===== src/rtl/operand_fetch.sv =====
// ---------------------------------------------------------------------------
// operand_fetch
//
// Fetch stage in front of the 16-bit ALU. It accepts a decoded operation from
// the decoder and reads its register operands one byte at a time over the
// 8-bit external register-memory bus, because the register file is off-chip.
// It then presents the assembled operands and the ALU function with a
// valid/ready handshake.
//
// Parameters
//   ADDR_W       register address width; the memory byte address is
//                ADDR_W+1 bits wide ({reg_addr, byte_sel}, byte_sel 0 = low).
//
// Ports
//   clk          single clock, rising edge
//   rst          synchronous, active-high reset
//   req_valid    decoder offers an operation
//   req_ready    stage can accept (high only in IDLE)
//   req_func     ALU function: 00 ADD, 01 NAND, 10 PASS1, 11 EQ
//   req_addr1    register address of operand1
//   req_addr2    register address of operand2
//   req_imm_sel  operand2 comes from req_imm instead of memory
//   req_imm      16-bit immediate
//   mem_rd       read request, held until mem_ack
//   mem_addr     byte address of the current read
//   mem_rdata    read data, valid while mem_ack is high
//   mem_ack      completes the current read in the same cycle
//   out_valid    operands are ready for the ALU
//   out_ready    ALU/writeback consumes the operands
//   alu_func     latched ALU function
//   operand1     assembled operand1
//   operand2     assembled operand2
//
// Build option
//   OPFETCH_FWD_EN  when defined, a register-register operation whose two
//                   addresses are equal skips the second fetch and reuses
//                   the freshly assembled operand1 as operand2.
// ---------------------------------------------------------------------------
module operand_fetch #(
    parameter int ADDR_W = 8
) (
    input  logic              clk,
    input  logic              rst,
    // decoder side
    input  logic              req_valid,
    output logic              req_ready,
    input  logic [1:0]        req_func,
    input  logic [ADDR_W-1:0] req_addr1,
    input  logic [ADDR_W-1:0] req_addr2,
    input  logic              req_imm_sel,
    input  logic [15:0]       req_imm,
    // external register-memory bus
    output logic              mem_rd,
    output logic [ADDR_W:0]   mem_addr,
    input  logic [7:0]        mem_rdata,
    input  logic              mem_ack,
    // ALU side
    output logic              out_valid,
    input  logic              out_ready,
    output logic [1:0]        alu_func,
    output logic [15:0]       operand1,
    output logic [15:0]       operand2
);

    localparam logic [1:0] FUNC_PASS1 = 2'b10;

    typedef enum logic [2:0] {
        IDLE   = 3'd0,
        RD1_LO = 3'd1,
        RD1_HI = 3'd2,
        RD2_LO = 3'd3,
        RD2_HI = 3'd4,
        OUT    = 3'd5
    } state_t;

    state_t              state_reg,   state_next;
    logic [1:0]          func_reg,    func_next;
    logic [ADDR_W-1:0]   addr1_reg,   addr1_next;
    logic [ADDR_W-1:0]   addr2_reg,   addr2_next;
    logic                imm_sel_reg, imm_sel_next;
    logic [15:0]         imm_reg,     imm_next;
    logic [15:0]         op1_reg,     op1_next;
    logic [15:0]         op2_reg,     op2_next;

    // Second fetch may be skipped when operand2 is already known after the
    // high byte of operand1 arrives.
    logic                skip_rd2;
    logic                fwd_hit;

    // -----------------------------------------------------------------------
    // State and datapath registers
    // -----------------------------------------------------------------------
    always_ff @(posedge clk) begin
        if (rst) begin
            state_reg   <= IDLE;
            func_reg    <= 2'b00;
            addr1_reg   <= '0;
            addr2_reg   <= '0;
            imm_sel_reg <= 1'b0;
            imm_reg     <= 16'h0000;
            op1_reg     <= 16'h0000;
            op2_reg     <= 16'h0000;
        end else begin
            state_reg   <= state_next;
            func_reg    <= func_next;
            addr1_reg   <= addr1_next;
            addr2_reg   <= addr2_next;
            imm_sel_reg <= imm_sel_next;
            imm_reg     <= imm_next;
            op1_reg     <= op1_next;
            op2_reg     <= op2_next;
        end
    end

    // -----------------------------------------------------------------------
    // Forwarding decision (only meaningful with the build option)
    // -----------------------------------------------------------------------
`ifdef OPFETCH_FWD_EN
    assign fwd_hit = (addr2_reg == addr1_reg);
`else
    assign fwd_hit = 1'b0;
`endif

    // The immediate wins over the PASS1 skip and over forwarding.
    assign skip_rd2 = imm_sel_reg || (func_reg == FUNC_PASS1) || fwd_hit;

    // -----------------------------------------------------------------------
    // Next-state and datapath update
    // -----------------------------------------------------------------------
    always_comb begin
        state_next   = state_reg;
        func_next    = func_reg;
        addr1_next   = addr1_reg;
        addr2_next   = addr2_reg;
        imm_sel_next = imm_sel_reg;
        imm_next     = imm_reg;
        op1_next     = op1_reg;
        op2_next     = op2_reg;

        case (state_reg)
            IDLE: begin
                if (req_valid) begin
                    func_next    = req_func;
                    addr1_next   = req_addr1;
                    addr2_next   = req_addr2;
                    imm_sel_next = req_imm_sel;
                    imm_next     = req_imm;
                    state_next   = RD1_LO;
                end
            end

            RD1_LO: begin
                if (mem_ack) begin
                    op1_next[7:0] = mem_rdata;
                    state_next    = RD1_HI;
                end
            end

            RD1_HI: begin
                if (mem_ack) begin
                    op1_next[15:8] = mem_rdata;
                    if (imm_sel_reg) begin
                        op2_next   = imm_reg;
                        state_next = OUT;
                    end else if (func_reg == FUNC_PASS1) begin
                        op2_next   = 16'h0000;
                        state_next = OUT;
                    end else if (skip_rd2) begin
                        // Forwarded: operand2 is operand1 as completed on
                        // this very edge, so build it from the live byte.
                        op2_next   = {mem_rdata, op1_reg[7:0]};
                        state_next = OUT;
                    end else begin
                        state_next = RD2_LO;
                    end
                end
            end

            RD2_LO: begin
                if (mem_ack) begin
                    op2_next[7:0] = mem_rdata;
                    state_next    = RD2_HI;
                end
            end

            RD2_HI: begin
                if (mem_ack) begin
                    op2_next[15:8] = mem_rdata;
                    state_next     = OUT;
                end
            end

            OUT: begin
                if (out_ready) begin
                    state_next = IDLE;
                end
            end

            default: begin
                state_next = IDLE;
            end
        endcase
    end

    // -----------------------------------------------------------------------
    // Moore output decode
    // -----------------------------------------------------------------------
    always_comb begin
        req_ready = 1'b0;
        mem_rd    = 1'b0;
        mem_addr  = '0;
        out_valid = 1'b0;

        case (state_reg)
            IDLE:   req_ready = 1'b1;
            RD1_LO: begin
                mem_rd   = 1'b1;
                mem_addr = {addr1_reg, 1'b0};
            end
            RD1_HI: begin
                mem_rd   = 1'b1;
                mem_addr = {addr1_reg, 1'b1};
            end
            RD2_LO: begin
                mem_rd   = 1'b1;
                mem_addr = {addr2_reg, 1'b0};
            end
            RD2_HI: begin
                mem_rd   = 1'b1;
                mem_addr = {addr2_reg, 1'b1};
            end
            OUT:    out_valid = 1'b1;
            default: begin
                req_ready = 1'b0;
            end
        endcase
    end

    assign alu_func = func_reg;
    assign operand1 = op1_reg;
    assign operand2 = op2_reg;

endmodule


===== config.mk =====
export PLATFORM = sky130hd
export DESIGN_NAME = operand_fetch
export DESIGN_NICKNAME = d
export VERILOG_FILES = /design/src/rtl/operand_fetch.sv
export SDC_FILE = /design/constraint.sdc
export NUM_CORES = 1
export LEC_CHECK = 0
export CAP_MARGIN = 20
export CORE_ASPECT_RATIO = 2
export CORE_UTILIZATION = 25
export DETAILED_ROUTE_END_ITERATION = 16
export PLACE_DENSITY = 0.54
export RECOVER_POWER = 100
export SYNTH_ARGS = -nofsm -noshare
export SYNTH_HDL_FRONTEND = slang
export SYNTH_SLANG_ARGS = --single-unit

===== constraint.sdc =====
create_clock -name clk -period 1.8 [get_ports clk]
set_input_delay 0.27 -clock clk [delete_from_list [all_inputs] [get_ports clk]]
set_output_delay 0.27 -clock clk [all_outputs]
set_load 0.05 [all_outputs]

==> results.cfg <==
[run_status]
status = complete, but fails checks
violations = setup timing

[worst_hold_path]
min_to = operand1[9]$_SDFFE_PP0P_
min-delay-start = rst
whs_path_depth = 2
hp-class = input port to register

[route]
wl_per_cell_um = 16.4
drt-initial-drc-count = 176
viasPerCell = 4.87
vias = 2890
ant_nets = 0
dr.pass1.iters = 6
routed_wl_um = 9720
post-route-drc-count = 0

[sta]
fin_crit_sh_pct = 103
worst_pin_slew_ns = 0.614
finalSetupViolCount = 8
slew_viol_final = 0
finalSetupTns_ns = -0.346
rsz0062_at_grt = true
max_freq_mhz = 541
min_period_ns = 1.85
slew_headroom_pct = 59.3
fin_skew_ns = 0.00670
final-hold-violation-count = 0
timing.final.ws_setup_ns = -0.0481

[placed_design]
preCtsSetupSlack_ns = -0.157
gp_congestion = 0.851
placed_area_um2 = 4160
hpwl_um = 7300
io_buffers = 93

[cells_and_area]
area_delta_synth_final_pct = 53.1
drive_above_1_share_pct = 17.5
final_area_um2 = 4450
fin_nets = 496
fillers = 1206
n_antenna_cell = 0

[logic_synthesis]
synth_cell_types = 37
syn_inst = 341
synth_seq_area_share_pct = 48.3
async_flop_share_pct = 0
syn-num-nets = 389
yosys-top-cells-count = 90 x nand2_1, 70 x dfxtp_1, 45 x a21oi_1
synth_top_area_share_pct = 48.3
syn_avg_cell_area_um2 = 8.52
synth_enable_flop_cells = 0
syn_area_um2 = 2900
yosys-top-cells-area = dfxtp_1 48%, nand2_1 12%, a21oi_1 7.8%
ys.flop_type = dfxtp_1
yosysMostFrequentCell = nand2_1
ys_ff_latch = 70
yosysTopAreaCell = dfxtp_1
ys.warnings.count = 0

[grt]
grt_overflow = 0
grt_usage_pct = 16.5
grt_pass1_vias = 2918
grt_first_pass_wirelength_um = 14900
antenna_found_initial = 0
grt_max_degree = 55

[die]
die_area_um2 = 12100
num_rows = 55
initial_core_util_pct = 25.7
die_w_um = 78.2
pin_count = 94
core_um2 = 11300
fp.dieH_um = 154

[power]
vdd_drop_max_mv = 0.552
intPower_mw = 2.94
leakagePower_nw = 1.65
p_sw_share_pct = 29.2
p_clk_share_pct = 37.2
p_sw_mw = 1.22
p_comb_share_pct = 21.6
powerDensity_nw_per_um2 = 935
seq_power_share_pct = 41.2

[critical_path]
endpoint_kind = output port
cp_max_fo = 8
rr_startpoint = state_reg[0]$_SDFFE_PP0P_
start_kind = register
required_ns = 1.53
rr_endpoint = operand2[12]$_SDFFE_PP0P_
critPathKind = register to output port
ff2ff_setup_slack_ns = 0.09
cp_data_arrival_time_ns = 1.58
worst_r2r_path_depth = 5

[clocking]
cts_sinks = 70
cts_tree = yes
clk_latency_ns = 0.33
cts_hold_buffers = 0
cts_buffer_depth = 2
htreeDepth = 3
cts-root-buf = clkbuf_16
cts_buffers = 9
cts.clk_slew.worst_paths_ns = 0.05

[flow_run]
cap_violations = 0
[what timing repair did]
item | CTS | global route
resized for setup | 18 | 4
cloned | 0 | 0
endpoints found under the setup margin | 8 | 19
buffers inserted | 3 | 1
pin swaps | 2 | 5
[cell type report]
cell class	count	area, um2	area share [%]
inverters	9	33.8	0.760
flip-flops and latches	70	1410	31.7
clock buffers	10	229	5.15
well taps	142	178	4.00
clock inverters	5	27.5	0.619
repair buffers	122	1110	25.1
multi-input cells	236	1450	32.7
[worst max-delay path by stage]
stage	start	to	slack (ns)
floorplan	state_reg[0]$_SDFFE_PP0P_	mem_addr[1]	0.02
global placement	mem_ack	operand2[9]$_SDFFE_PP0P_	-0.13
detailed placement	mem_ack	operand2[14]$_SDFFE_PP0P_	-0.16
CTS	state_reg[0]$_SDFFE_PP0P_	mem_addr[7]	-0.07
global route	state_reg[1]$_SDFFE_PP0P_	mem_addr[6]	-0.09
finish	state_reg[0]$_SDFFE_PP0P_	mem_addr[6]	-0.05
[worst max-delay path: stages, from the launching register on]
cell and delay [ns]:
dfxtp_2 0.33, or3b_4 0.41, o21ai_4 0.08, buf_8 0.16
a22o_4 0.14, buf_12 0.13
[cell families after synthesis]
logic type | after synthesis | share of synthesized area, %
compound gates | 95 | 22.9
simple gates | 130 | 19.5
xor+xnor | 1 | 0.302
flops | 70 | 48.3
buf+inv | 35 | 5.60
mux | 10 | 3.45
[cells in the final DEF (no fill, tap or decap), types with 9 or more instances in the layout]
cell type,synthesis,layout
dfxtp_1,70,66
a21oi_1,45,44
buf_4,1,27
mux2i_1,10,10
clkbuf_16,0,9
buf_12,0,13
or3_1,10,9
clkdlybuf4s50_1,0,53
clkbuf_1,12,28
nand2_1,90,90
nor2_1,15,13
[metal layers]
layer  vias to the layer above  track usage, %  routed length (um)
li1                       1414               -                   -
met1                      1347            15.7                3410
met2                       100            30.2                5260
met3                        29            3.66                 463
met4                         0            12.2                 584
met5                         -               0                   0
[power groups by stage]
stage          registers (mW)  clock network, mW  logic (mW)
2_1_floorplan            1.80                  0       0.407
3_3_place_gp             1.74                  0       0.865
3_5_place_dp             1.74                  0       0.872
4_1_cts                  1.71               1.59       0.909
5_1_grt                  1.72               1.68       0.962
6_report                 1.71               1.55       0.899
[metrics by stage]
| stage | instances | utilization [%] | total power [mW] | hold WS, ns |
|---|---|---|---|---|
| after global routing | 594 | 39.4 | 4.36 | 0.286 |
| after CTS | 593 | 40.1 | 4.21 | 0.259 |
| after detailed placement | 575 | 36.8 | 2.61 | 0.448 |
| after floorplan | 341 | - | 2.20 | 0.399 |
| after global placement | 575 | 36.8 | 2.60 | 0.443 |
| final | 594 | 39.4 | 4.16 | 0.273 |
Power figures use the tool's default switching activity.
